--- src/rtl/alu_pkg.sv ---
// Shared types and field layout for the ALU operand sequencer.
package alu_pkg;

  typedef enum logic [1:0] {
    CAP_A  = 2'd0,
    CAP_B  = 2'd1,
    CAP_OP = 2'd2,
    SHOW   = 2'd3
  } seq_state_t;

  typedef enum logic [1:0] {
    OP_MUL = 2'd0,
    OP_SUB = 2'd1,
    OP_AND = 2'd2,
    OP_XOR = 2'd3
  } alu_op_t;

  localparam int A_LSB   = 0;
  localparam int B_LSB   = 4;
  localparam int SEL_LSB = 6;
  localparam int A_W     = 4;
  localparam int B_W     = 2;
  localparam int SEL_W   = 2;
  localparam int WORD_W  = 10;

endpackage

--- src/rtl/button_debouncer.sv ---
// Active-low pushbutton: 2-FF sync, stability counter, one-cycle pulse on accepted press.
module button_debouncer #(
  parameter int DEBOUNCE_CYCLES = 500000
) (
  input  logic clk,
  input  logic rst_n,
  input  logic btn_n_i,
  output logic press_o
);

  localparam int              CW      = $clog2(DEBOUNCE_CYCLES + 1);
  localparam logic [CW-1:0]   CNT_MAX = CW'(DEBOUNCE_CYCLES);

  logic          sync1_q, sync2_q;
  logic          stable_q, stable_d;
  logic          press_q, press_d;
  logic [CW-1:0] cnt_q, cnt_d;

  // Counter only runs while the synced level disagrees with the accepted one,
  // so it stops at CNT_MAX and can never wrap.
  always_comb begin
    stable_d = stable_q;
    cnt_d    = '0;
    press_d  = 1'b0;
    if (sync2_q != stable_q) begin
      if (cnt_q == CNT_MAX) begin
        stable_d = sync2_q;
        press_d  = ~sync2_q;
      end else begin
        cnt_d = cnt_q + 1'b1;
      end
    end
  end

  always_ff @(posedge clk or negedge rst_n) begin
    if (!rst_n) begin
      sync1_q  <= 1'b1;
      sync2_q  <= 1'b1;
      stable_q <= 1'b1;
      cnt_q    <= '0;
      press_q  <= 1'b0;
    end else begin
      sync1_q  <= btn_n_i;
      sync2_q  <= sync1_q;
      stable_q <= stable_d;
      cnt_q    <= cnt_d;
      press_q  <= press_d;
    end
  end

  assign press_o = press_q;

endmodule

--- src/rtl/alu_operand_sequencer.sv ---
// Captures A, B and opcode from the slide switches on successive ENTER presses
// and presents them as the ALU switches word.
module alu_operand_sequencer
  import alu_pkg::*;
#(
  parameter int DEBOUNCE_CYCLES = 500000
) (
  input  logic              clk,
  input  logic              rst_n,
  input  logic [WORD_W-1:0] sw_in,
  input  logic              btn_enter_n,
  input  logic              btn_clear_n,
  output logic [WORD_W-1:0] alu_word,
  output logic              word_valid,
  output logic [1:0]        phase
);

  logic [WORD_W-1:0] sw_meta_q, sw_s_q;
  logic              enter_press, clear_press;
  seq_state_t        state_q, state_d;
  logic [A_W-1:0]    a_q, a_d;
  logic [B_W-1:0]    b_q, b_d;
  alu_op_t           sel_q, sel_d;

  button_debouncer #(.DEBOUNCE_CYCLES(DEBOUNCE_CYCLES)) u_enter (
    .clk(clk), .rst_n(rst_n), .btn_n_i(btn_enter_n), .press_o(enter_press)
  );

  button_debouncer #(.DEBOUNCE_CYCLES(DEBOUNCE_CYCLES)) u_clear (
    .clk(clk), .rst_n(rst_n), .btn_n_i(btn_clear_n), .press_o(clear_press)
  );

  // CLEAR takes priority; fields otherwise hold until recaptured.
  always_comb begin
    state_d = state_q;
    a_d     = a_q;
    b_d     = b_q;
    sel_d   = sel_q;
    if (clear_press) begin
      state_d = CAP_A;
      a_d     = '0;
      b_d     = '0;
      sel_d   = OP_MUL;
    end else if (enter_press) begin
      case (state_q)
        CAP_A:  begin a_d   = sw_s_q[A_W-1:0];             state_d = CAP_B;  end
        CAP_B:  begin b_d   = sw_s_q[B_W-1:0];             state_d = CAP_OP; end
        CAP_OP: begin sel_d = alu_op_t'(sw_s_q[SEL_W-1:0]); state_d = SHOW;   end
        default: state_d = CAP_A;
      endcase
    end
  end

  always_ff @(posedge clk or negedge rst_n) begin
    if (!rst_n) begin
      sw_meta_q <= '0;
      sw_s_q    <= '0;
      state_q   <= CAP_A;
      a_q       <= '0;
      b_q       <= '0;
      sel_q     <= OP_MUL;
    end else begin
      sw_meta_q <= sw_in;
      sw_s_q    <= sw_meta_q;
      state_q   <= state_d;
      a_q       <= a_d;
      b_q       <= b_d;
      sel_q     <= sel_d;
    end
  end

  always_comb begin
    alu_word                      = '0;
    alu_word[A_LSB   +: A_W]      = a_q;
    alu_word[B_LSB   +: B_W]      = b_q;
    alu_word[SEL_LSB +: SEL_W]    = sel_q;
  end

  assign word_valid = (state_q == SHOW);
  assign phase      = state_q;

endmodule

--- config.mk ---
export PLATFORM = sky130hd
export DESIGN_NAME = alu_operand_sequencer
export DESIGN_NICKNAME = d
export VERILOG_FILES = /design/src/rtl/alu_pkg.sv /design/src/rtl/button_debouncer.sv /design/src/rtl/alu_operand_sequencer.sv
export SDC_FILE = /design/constraint.sdc
export NUM_CORES = 1
export LEC_CHECK = 0
export ABC_AREA = 1
export CAP_MARGIN = 20
export CORE_UTILIZATION = 50
export DETAILED_ROUTE_END_ITERATION = 7
export GPL_TIMING_DRIVEN = 0
export HOLD_SLACK_MARGIN = 0.08
export PLACE_DENSITY_LB_ADDON = 0.3
export SLEW_MARGIN = 5
export SYNTH_ARGS = -nofsm -noshare
export SYNTH_HDL_FRONTEND = slang
export SYNTH_SLANG_ARGS = --single-unit
--- constraint.sdc ---
create_clock -name clk -period 1.6 [get_ports clk]
set_input_delay 0.4 -clock clk [delete_from_list [all_inputs] [get_ports clk]]
set_output_delay 0.4 -clock clk [all_outputs]
set_load 0.02 [all_outputs]
==> flow_summary.toml <==
[cts]
cts_tree = "built"
clockRootBuffer = "clkbuf_8"
hold_buffers = 0
clock_latency_ps = 330
clock-sinks = 64
ctsHtreeMaxLevel = 3
path_clk_slew_ps = 70
cts_resized = 15
clockBufferDepth = 2
cts_setup_buffers = 0
cts_buffers = 9

[logic_synthesis]
synth_top_family_by_area = "simple AND/OR/NAND/NOR gates"
synth_most_common_cell = "nor2_1"
synthMuxAreaShare_pct = 2.089
synth_top_area_share_pct = 44.87
synth_edf_count = 0
async_flop_share_pct = 100.0
yosys-top-cells-count = "83 x nor2_1, 72 x nand2_1, 58 x dfrtp_1"
synth_fa_ha_area_share_pct = 3.095
ys_ff_latch = 64
syn_area_mm2 = 0.003234
yosys_warnings = 0
post_synth_num_cell_types = 27
synth_area_leader_cell = "dfrtp_1"
synthSimpleGateAreaFrac_pct = 30.60
ys.flop_type = "dfrtp_1"
synth_xor_area_share_pct = 5.880
syn_inst = 383
synthTopCellsByArea = "dfrtp_1 45%, nor2_1 9.6%, nand2_1 8.4%"
synth_sequential_area_ratio_pct = 49.75
synth-compound-area-share_pct = 2.321
syn_avg_cell_area_um2 = 8.445

[setup_path]
max_stage_delay_ps = 440
path_max_fanout = 5
critPathSlowestCell = "dfrtp_2"
criticalPathCategory = "register to output port"
cp.arrival_ps = 1120
path_buf_inv = 1
path_delay_family = "flip-flops"
required_ps = 1200
cp-end-kind = "output port"
worstPathCellList = "ha_1 -> buf_2"
critPathLaunchType = "register"

[sta]
final-max-slew-violation-count = 0
fin_crit_sh_pct = 95.24
setup_viol = 0
min_period_ps = 1524
worst_pin_slew_ps = 768.4
hold_ws_ps = 137.6
finalClockSkew_ps = 12.78
max_freq_mhz = 656.2
finalHoldViolations = 0
max_slew_margin_pct = 48.77
finalWorstSetupSlack_ps = 76.08

[route]
drt-pass1-iter-count = 4
wl_mm = 5.837
via_count = 2441
drt-initial-drc-count = 106
drtAntennaViolNets = 0
drc = 0
drt-vias-per-instance = 4.951
detail_route.wl_per_cell_um = 11.84

[grt]
grt_pass1_wl_mm = 10.13
grt_pass1_vias = 2292
gr-total-overflow = 0
track_usage_pct = 20.27
antenna_found_initial = 0
use_met2_pct = 32.15
gr-max-usage-layer = "met2"
grt_use_met3_pct = 6.154
grt_max_degree = 65
grt_util_met1_pct = 26.21

[min_path]
min_path_type = "input port to async pin"

[placed_design]
dp_worst_setup_slack_ps = 10.86
globalplace.congestion = 0.9229
dp_hpwl_mm = 4.203
io_buffers = 18

[run_status]
outcome = "finished clean"

[layout]
area_growth_pct = 15.01
num_antenna_cells = 0
nFillCells = 522
nNetsFinal = 435
drive_above_1_share_pct = 15.07

[die]
ios = 27
dieArea_mm2 = 0.006795
initial_utilization_pct = 53.06
die_h_um = 82.43
fp.coreArea_mm2 = 0.006096
die_w_um = 82.43
row_count = 28

[power_and_ir_drop]
p_leak_nw = 1.732
power.total_mw = 3.249
irDropWorstVdd_mv = 0.5122
powerDensity_mw_per_mm2 = 873.5

[flow_run]
drv_cap = 0
## flip-flops by register name, summed over array words and instances (netlist names), 2 cells and up
register       cells
u_clear.cnt_q     19
sw_s_q             4
u_enter.cnt_q     19
sel_q              2
sw_meta_q          4
a_q                4
b_q                2
phase              2
## stage by stage
step / instances / TNS, ps / area [um2] / utilization, %
4_1_cts: 493 / 0 / 3710 / 60.86
2_1_floorplan: 384 / 0 / 3238 / -
3_3_place_gp: 477 / -115520 / 3512 / 57.61
6_report: 493 / 0 / 3720 / 61.02
5_1_grt: 493 / -29.63 / 3720 / 61.02
3_5_place_dp: 477 / 0 / 3510 / 57.57
## report_power, final
| part | switching, mW | leakage [nW] | total, mW | internal (mW) |
|---|---|---|---|---|
| clock | 0.615 | 0.109 | 1.46 | 0.847 |
| sequential | 0.0185 | 0.848 | 1.67 | 1.65 |
| combinational | 0.0787 | 0.775 | 0.120 | 0.0409 |
| total | 0.712 | 1.73 | 3.25 | 2.54 |
## per-layer routing
layer	vias up	part of all wire, %
li1	1244	-
met1	1147	48
met3	2	4.2
met5	-	0
met4	0	0.55
met2	48	47
## layout by cell type, fill, tap and decap left out, types with 2 or more instances in the layout
cell type        instances
nor2_1                  81
nand2_1                 72
dfrtp_1                 57
inv_1                   47
nand3_1                 23
xor2_1                  15
clkbuf_8                12
nand2_2                 10
dlygate4sd2_1           10
nor2_4                   8
ha_1                     8
nand4_1                  7
a21oi_1                  7
nor3_1                   7
nor2_2                   6
mux2_2                   6
clkdlybuf4s50_1          6
dfstp_2                  6
o21ai_0                  4
xnor2_1                  3
buf_4                    3
and2_1                   2
xnor2_2                  2
inv_2                    2
conb_1                   2
## cell families after synthesis
logic type,Yosys count
buffers and inverters,51
AO/OA/AOI/OAI,14
AND/OR/NAND/NOR,219
multiplexers,6
XOR/XNOR,20
other,1
adder cells (fa/ha/maj),8
flip-flops,64
## path summary, 6_finish.rpt
path / from / endpoint / slack, ps / depth (start not counted)
worst min-delay path: rst_n / sw_s_q[1] / 140 / 1
min in group clk: sw_meta_q[1] / sw_s_q[1] / 350 / 0
worst max register to register: u_enter.cnt_q[0] / u_enter.cnt_q[16] / 150 / 9
worst min register to register: sw_meta_q[1] / sw_s_q[1] / 350 / 0
worst max-delay path: phase[0] / word_valid / 80 / 2
max in group asynchronous: rst_n / phase[0] / 900 / 1
## cell type report
cell class	instances	area (um2)	share of cell area (%)
clock inverters	4	51.30	1.379
repair buffers	18	160.2	4.305
inverters	49	183.9	4.944
multi-input cells	269	1440	38.72
well taps	75	93.84	2.523
flip-flops and latches	64	1610	43.29
clock buffers	12	165.2	4.440
plain buffers	2	15.01	0.4036
No activity file was read; power rests on OpenSTA's default activity.
